--- src/rtl/fetch_exc_stage_if.sv ---
// rtl/fetch_exc_stage_if.sv - fetch/decode exception stage bus bundle
//
// Groups the fetch-side inputs, the kill strobe and the registered D-stage,
// BadVAddr and fault-counter outputs of fetch_exc_stage.
//   master : drives pc_f/valid_f/bd_f/stall/flush/clr_bad, observes the rest
//   slave  : the stage itself
interface fetch_exc_stage_if #(
  parameter int unsigned ADDR_W = 32,
  parameter int unsigned EXC_W  = 5,
  parameter int unsigned CNT_W  = 8
);
  logic [ADDR_W-1:0] pc_f;
  logic              valid_f;
  logic              bd_f;
  logic              stall;
  logic              flush;
  logic              clr_bad;
  logic              kill_f;
  logic [EXC_W-1:0]  exc_code_d;
  logic [ADDR_W-1:0] pc_d;
  logic              bd_d;
  logic              valid_d;
  logic [ADDR_W-1:0] badvaddr;
  logic              badvaddr_valid;
  logic [CNT_W-1:0]  fault_cnt;

  modport master (
    output pc_f, valid_f, bd_f, stall, flush, clr_bad,
    input  kill_f, exc_code_d, pc_d, bd_d, valid_d, badvaddr, badvaddr_valid, fault_cnt
  );

  modport slave (
    input  pc_f, valid_f, bd_f, stall, flush, clr_bad,
    output kill_f, exc_code_d, pc_d, bd_d, valid_d, badvaddr, badvaddr_valid, fault_cnt
  );
endinterface

--- src/rtl/fetch_exc_stage.sv ---
// rtl/fetch_exc_stage.sv - fetch address-error check with F/D register, BadVAddr capture and fault counter
//
// Ports:
//   clk   : rising-edge clock
//   reset : asynchronous active-high reset
//   bus   : fetch_exc_stage_if.slave
//           in  pc_f, valid_f, bd_f, stall, flush, clr_bad
//           out kill_f (combinational), exc_code_d, pc_d, bd_d, valid_d,
//               badvaddr, badvaddr_valid, fault_cnt
module fetch_exc_stage #(
  parameter int unsigned        ADDR_W     = 32,
  parameter logic [ADDR_W-1:0]  TEXT_BASE  = ADDR_W'(32'h0000_3000),
  parameter logic [ADDR_W-1:0]  TEXT_LIMIT = ADDR_W'(32'h0000_4ffc),
  parameter int unsigned        ALIGN_BITS = 2,
  parameter int unsigned        EXC_W      = 5,
  parameter logic [EXC_W-1:0]   CODE_ADEL  = EXC_W'(4),
  parameter int unsigned        CNT_W      = 8
) (
  input  logic           clk,
  input  logic           reset,
  fetch_exc_stage_if.slave bus
);

  logic              misalign;
  logic              aderr;
  logic              fault_f;
  logic              load;

  logic [EXC_W-1:0]  exc_code_q, exc_code_d;
  logic [ADDR_W-1:0] pc_q, pc_d;
  logic              bd_q, bd_d;
  logic              valid_q, valid_d;
  logic [ADDR_W-1:0] badvaddr_q, badvaddr_d;
  logic              badvaddr_valid_q, badvaddr_valid_d;
  logic [CNT_W-1:0]  fault_cnt_q, fault_cnt_d;

  // A zero-width alignment field cannot be sliced, so the check is
  // removed entirely when ALIGN_BITS is 0.
  generate
    if (ALIGN_BITS > 0) begin : g_align
      assign misalign = |bus.pc_f[ALIGN_BITS-1:0];
    end else begin : g_no_align
      assign misalign = 1'b0;
    end
  endgenerate

  assign aderr   = (bus.pc_f < TEXT_BASE) | (bus.pc_f > TEXT_LIMIT) | misalign;
  assign fault_f = aderr & bus.valid_f;
  assign load    = ~bus.flush & ~bus.stall;

  always_comb begin
    exc_code_d       = exc_code_q;
    pc_d             = pc_q;
    bd_d             = bd_q;
    valid_d          = valid_q;
    badvaddr_d       = badvaddr_q;
    badvaddr_valid_d = badvaddr_valid_q;
    fault_cnt_d      = fault_cnt_q;

    // flush outranks stall; stall simply leaves the defaults (hold).
    if (bus.flush) begin
      exc_code_d = '0;
      pc_d       = '0;
      bd_d       = 1'b0;
      valid_d    = 1'b0;
    end else if (load) begin
      exc_code_d = fault_f ? CODE_ADEL : '0;
      pc_d       = bus.pc_f;
      bd_d       = bus.bd_f & bus.valid_f;
      valid_d    = bus.valid_f;
    end

    // First fault since the last clear wins; a clear in the same cycle as a
    // capturing load re-arms and captures in one step.
    if (load && fault_f && (!badvaddr_valid_q || bus.clr_bad)) begin
      badvaddr_d       = bus.pc_f;
      badvaddr_valid_d = 1'b1;
    end else if (bus.clr_bad && !(load && fault_f)) begin
      badvaddr_valid_d = 1'b0;
    end

    if (load && fault_f && (fault_cnt_q != {CNT_W{1'b1}})) begin
      fault_cnt_d = fault_cnt_q + CNT_W'(1);
    end
  end

  always_ff @(posedge clk or posedge reset) begin
    if (reset) begin
      exc_code_q       <= '0;
      pc_q             <= '0;
      bd_q             <= 1'b0;
      valid_q          <= 1'b0;
      badvaddr_q       <= '0;
      badvaddr_valid_q <= 1'b0;
      fault_cnt_q      <= '0;
    end else begin
      exc_code_q       <= exc_code_d;
      pc_q             <= pc_d;
      bd_q             <= bd_d;
      valid_q          <= valid_d;
      badvaddr_q       <= badvaddr_d;
      badvaddr_valid_q <= badvaddr_valid_d;
      fault_cnt_q      <= fault_cnt_d;
    end
  end

  assign bus.kill_f         = fault_f;
  assign bus.exc_code_d     = exc_code_q;
  assign bus.pc_d           = pc_q;
  assign bus.bd_d           = bd_q;
  assign bus.valid_d        = valid_q;
  assign bus.badvaddr       = badvaddr_q;
  assign bus.badvaddr_valid = badvaddr_valid_q;
  assign bus.fault_cnt      = fault_cnt_q;

endmodule

--- src/flat_wrapper.sv ---
// flat-port wrapper written by rule: the top's interface ports become plain ports
module fetch_exc_stage_flat 
#(
  parameter int unsigned        ADDR_W     = 32,
  parameter logic [ADDR_W-1:0]  TEXT_BASE  = ADDR_W'(32'h0000_3000),
  parameter logic [ADDR_W-1:0]  TEXT_LIMIT = ADDR_W'(32'h0000_4ffc),
  parameter int unsigned        ALIGN_BITS = 2,
  parameter int unsigned        EXC_W      = 5,
  parameter logic [EXC_W-1:0]   CODE_ADEL  = EXC_W'(4),
  parameter int unsigned        CNT_W      = 8
)
  (clk, reset, bus_pc_f, bus_valid_f, bus_bd_f, bus_stall, bus_flush, bus_clr_bad, bus_kill_f, bus_exc_code_d, bus_pc_d, bus_bd_d, bus_valid_d, bus_badvaddr, bus_badvaddr_valid, bus_fault_cnt);
  fetch_exc_stage_if #(.ADDR_W(ADDR_W), .EXC_W(EXC_W), .CNT_W(CNT_W)) bus_i ();
  input  logic clk;
  input  logic reset;
  input wire logic [$bits(bus_i.pc_f)-1:0] bus_pc_f;
  input wire logic [$bits(bus_i.valid_f)-1:0] bus_valid_f;
  input wire logic [$bits(bus_i.bd_f)-1:0] bus_bd_f;
  input wire logic [$bits(bus_i.stall)-1:0] bus_stall;
  input wire logic [$bits(bus_i.flush)-1:0] bus_flush;
  input wire logic [$bits(bus_i.clr_bad)-1:0] bus_clr_bad;
  output wire logic [$bits(bus_i.kill_f)-1:0] bus_kill_f;
  output wire logic [$bits(bus_i.exc_code_d)-1:0] bus_exc_code_d;
  output wire logic [$bits(bus_i.pc_d)-1:0] bus_pc_d;
  output wire logic [$bits(bus_i.bd_d)-1:0] bus_bd_d;
  output wire logic [$bits(bus_i.valid_d)-1:0] bus_valid_d;
  output wire logic [$bits(bus_i.badvaddr)-1:0] bus_badvaddr;
  output wire logic [$bits(bus_i.badvaddr_valid)-1:0] bus_badvaddr_valid;
  output wire logic [$bits(bus_i.fault_cnt)-1:0] bus_fault_cnt;
  assign bus_i.pc_f = bus_pc_f;
  assign bus_i.valid_f = bus_valid_f;
  assign bus_i.bd_f = bus_bd_f;
  assign bus_i.stall = bus_stall;
  assign bus_i.flush = bus_flush;
  assign bus_i.clr_bad = bus_clr_bad;
  assign bus_kill_f = bus_i.kill_f;
  assign bus_exc_code_d = bus_i.exc_code_d;
  assign bus_pc_d = bus_i.pc_d;
  assign bus_bd_d = bus_i.bd_d;
  assign bus_valid_d = bus_i.valid_d;
  assign bus_badvaddr = bus_i.badvaddr;
  assign bus_badvaddr_valid = bus_i.badvaddr_valid;
  assign bus_fault_cnt = bus_i.fault_cnt;
  fetch_exc_stage #(.ADDR_W(ADDR_W), .TEXT_BASE(TEXT_BASE), .TEXT_LIMIT(TEXT_LIMIT), .ALIGN_BITS(ALIGN_BITS), .EXC_W(EXC_W), .CODE_ADEL(CODE_ADEL), .CNT_W(CNT_W)) u_core (.clk(clk), .reset(reset), .bus(bus_i));
endmodule
--- config.mk ---
export PLATFORM = sky130hd
export DESIGN_NAME = fetch_exc_stage_flat
export DESIGN_NICKNAME = d
export VERILOG_FILES = /design/src/rtl/fetch_exc_stage_if.sv /design/src/rtl/fetch_exc_stage.sv /design/src/flat_wrapper.sv
export SDC_FILE = /design/constraint.sdc
export NUM_CORES = 1
export LEC_CHECK = 0
export ABC_AREA = 1
export CORE_MARGIN = 5
export CORE_UTILIZATION = 45
export DETAILED_ROUTE_END_ITERATION = 12
export PLACE_DENSITY = 0.8
export RECOVER_POWER = 50
export SYNTH_ARGS = -nofsm -noshare
export SYNTH_HDL_FRONTEND = slang
export SYNTH_SLANG_ARGS = --single-unit
--- constraint.sdc ---
create_clock -name clk -period 3.6 [get_ports clk]
set_input_delay 1.08 -clock clk [delete_from_list [all_inputs] [get_ports clk]]
set_output_delay 1.08 -clock clk [all_outputs]
set_load 0.01 [all_outputs]
==> metrics.txt <==
most common cell after layout, fill and taps aside nand2_1; Clock power frac 0.291; Max Fclk between 0.2 and 0.3 GHz; Total GRT Usage 0.210; Lkg Pwr approximately 0.0024 uW; Residual DRC 0; Nets 553; DR WL/cell about 16 um; first-pass GRT wire length 16300 um; RR Startpoint u_core.bus.fault_cnt[0]$_DFFE_PP0P_; detailed placement HPWL approximately 6900 um; share of cells above drive strength 1 0.102; PwrDens ~450 nW/um2; CP Data Arrival Time 2.40 ns; Switching Fraction 0.289; post-route setup slack 0.123 ns; CTS Root Cell clkbuf_8; H-tree depth 3; antenna violations before repair 0; slew of the pin with the lowest slew margin between 1 and 1.5 ns; Total Power 2180 uW; Seq pwr share 0.473; Initial Util 0.467; final setup vio count 0; CTS tree done; Post-synth EDFFs 0; chip width slightly below 100 um; Switch Pwr approximately 630 uW; overflow left after global routing 0; max_slew headroom 0.0177; placed cells 601; deepest clock path buffer count 2; outcome finished, violations left; crit end category output port; DRT Pass-1 Iters 5; Seq/Total Area, Yosys 0.559; Worst setup startpoint bus_pc_f[15]; clock latency on the worst-skew pair 0.34 ns; post-synthesis register bit count 76; share of the synthesized area in the top cell type 0.559; dpl ws -0.145 ns; commonest cells after routing, fill and taps aside nand2_1, clkdlybuf4s50_1, dfrtp_1, nand4_1, nand3_1; min Tclk post-route roughly 3.5 ns; unrepaired setup endpoints after global routing false; Worst Setup Path Type input pin to output port; Sum Neg Setup Slack 0 ns; wire length on met3 between 700 and 800 um; Slew Limit Fails 0; clk sinks 76; Final period util 0.966; VDD IR max roughly 0.37 mV; hold_buf cts 0; height of the die ~97 um; Comb pwr share 0.236; row cnt 31; post-synthesis cell count 393; max_cap viols 1; internal power roughly 1500 uW; hold path depth 2; Worst path slowest cell clkdlybuf4s50_1; yosys warns 0; CP Cell Sequence clkdlybuf4s50_1 > inv_2 > nand2_1 > nor2_1 > nand2_1 > nor2_2 > a21boi_0 > dlygate4sd2_1; Hold Path Class flip-flop to flip-flop; Placeable Area about 7300 um2; CP max stage delay ~0.5 ns; die area 9400 um2; largest net degree at the start of global routing between 40 and 50; top cells by area, synth dfrtp_1, nand2_1, nand4_1; cell area after synthesis around 3400 um2; routed via count around 3200; Post-Route WL between 9000 and 10000 um; Post-CTS Setup Inserts 0; CP Launch Type input pin; Most common cell on crit path nand2_1; Yosys cell types 24; IO Pins 120; Final Hold Fails 0; async set-reset flop share out of synthesis 1.00; failing checks capacitance limit; met2 WL 4810 um; vias per inst around 5.3; area leader, netlist dfrtp_1; Layout Area Growth over Synthesis 43.4%; Worst-path clk slew around 0.080 ns; syn_area_per_cell about 8.7 um2; vias in the first global route 3267; TritonCTS buffer count 9; routability cong. about 0.83; CP Data Required Time 2.52 ns; Reg2Reg Depth 7; Post-Layout Cell Count 617; Main synth FF type dfrtp_1; Post-CTS Resized 1; Routed Antenna Nets 0; met1 wire length approximately 4100 um; worst clock skew about 0.0095 ns; first-iteration detailed-routing DRC count 166; r2r setup slk 1.99 ns; min-delay src u_core.bus.badvaddr[18]$_DFFE_PP0P_; uppermost routed layer met4; diodes inserted 0; crit path max fanout 3; Port Buffers ~120
==> cell type report <==
class                   count  area (um2)
clock inverters             6        65.1
clock buffers              10         128
flip-flops and latches     76        1900
well taps                  99         124
inverters                  32         121
repair buffers            133        1300
multi-input cells         261        1240
fillers                   638        2410
==> critical path, delay by kind of cell <==
kind            cells  cell delay, ns
compound gates      1            0.21
simple gates        4            0.23
buf+inv             3            0.87
==> routing by layer <==
| layer | GRT usage | vias to the layer above |
|---|---|---|
| met5 | 0 | - |
| met4 | 0.0864 | 0 |
| met3 | 0.0453 | 19 |
| met2 | 0.345 | 133 |
| met1 | 0.268 | 1563 |
| li1 | - | 1527 |
==> worst paths after layout <==
| kind | endpoint |
|---|---|
| max | bus_kill_f |
| min | u_core.bus.badvaddr[18]$_DFFE_PP0P_ |
| max reg2reg | u_core.bus.fault_cnt[5]$_DFFE_PP0P_ |
| min reg2reg | u_core.bus.badvaddr[18]$_DFFE_PP0P_ |
| max in group asynchronous | u_core.bus.pc_d[1]$_DFFE_PP0P_ |
| min in group asynchronous | u_core.bus.badvaddr[28]$_DFFE_PP0P_ |
==> state kept, by name, indices dropped and copies added (netlist names) <==
name and count:
u_core.bus.valid_d 1, u_core.bus.exc_code_d 1, u_core.bus.badvaddr_valid 1, u_core.bus.bd_d 1, u_core.bus.pc_d 32, u_core.bus.fault_cnt 8, u_core.bus.badvaddr 32
==> synth_stat cells (6+ instances only) <==
library cell	number
dfrtp_1	76
buf_4	6
nor2_1	7
inv_2	13
nand3_1	39
buf_2	8
o21ai_0	10
o21ai_1	11
clkbuf_1	11
inv_1	19
nand4_1	42
nand2_1	135
==> stage by stage <==
step            util  cell area [um2]  hold slack [ns]
2_1_floorplan      -             3410            0.506
3_3_place_gp   0.643             4690            0.453
3_5_place_dp   0.643             4690            0.457
4_1_cts        0.669             4880            0.478
5_1_grt        0.669             4880            0.500
6_report       0.669             4880            0.473
==> cell families (layout without fill, tap and decap cells) <==
logic type,count (synthesis),count (layout),share of synthesized area
buf+inv,59,181,0.0790
xor+xnor,3,3,0.00772
simple gates,230,230,0.314
other cells,1,4,0.00110
flops,76,76,0.559
fa+ha+maj,1,1,0.00368
compound gates,23,23,0.0360
==> power by group through the flow <==
| stage | Sequential, uW | Combinational, uW | Clock [uW] |
|---|---|---|---|
| 3_5_place_dp | 1050 | 525 | 0 |
| 5_1_grt | 1050 | 561 | 682 |
| 3_3_place_gp | 1040 | 511 | 0 |
| 4_1_cts | 1030 | 526 | 641 |
| 2_1_floorplan | 1090 | 163 | 0 |
| 6_report | 1030 | 514 | 632 |
(Power assumes the default switching activity.)
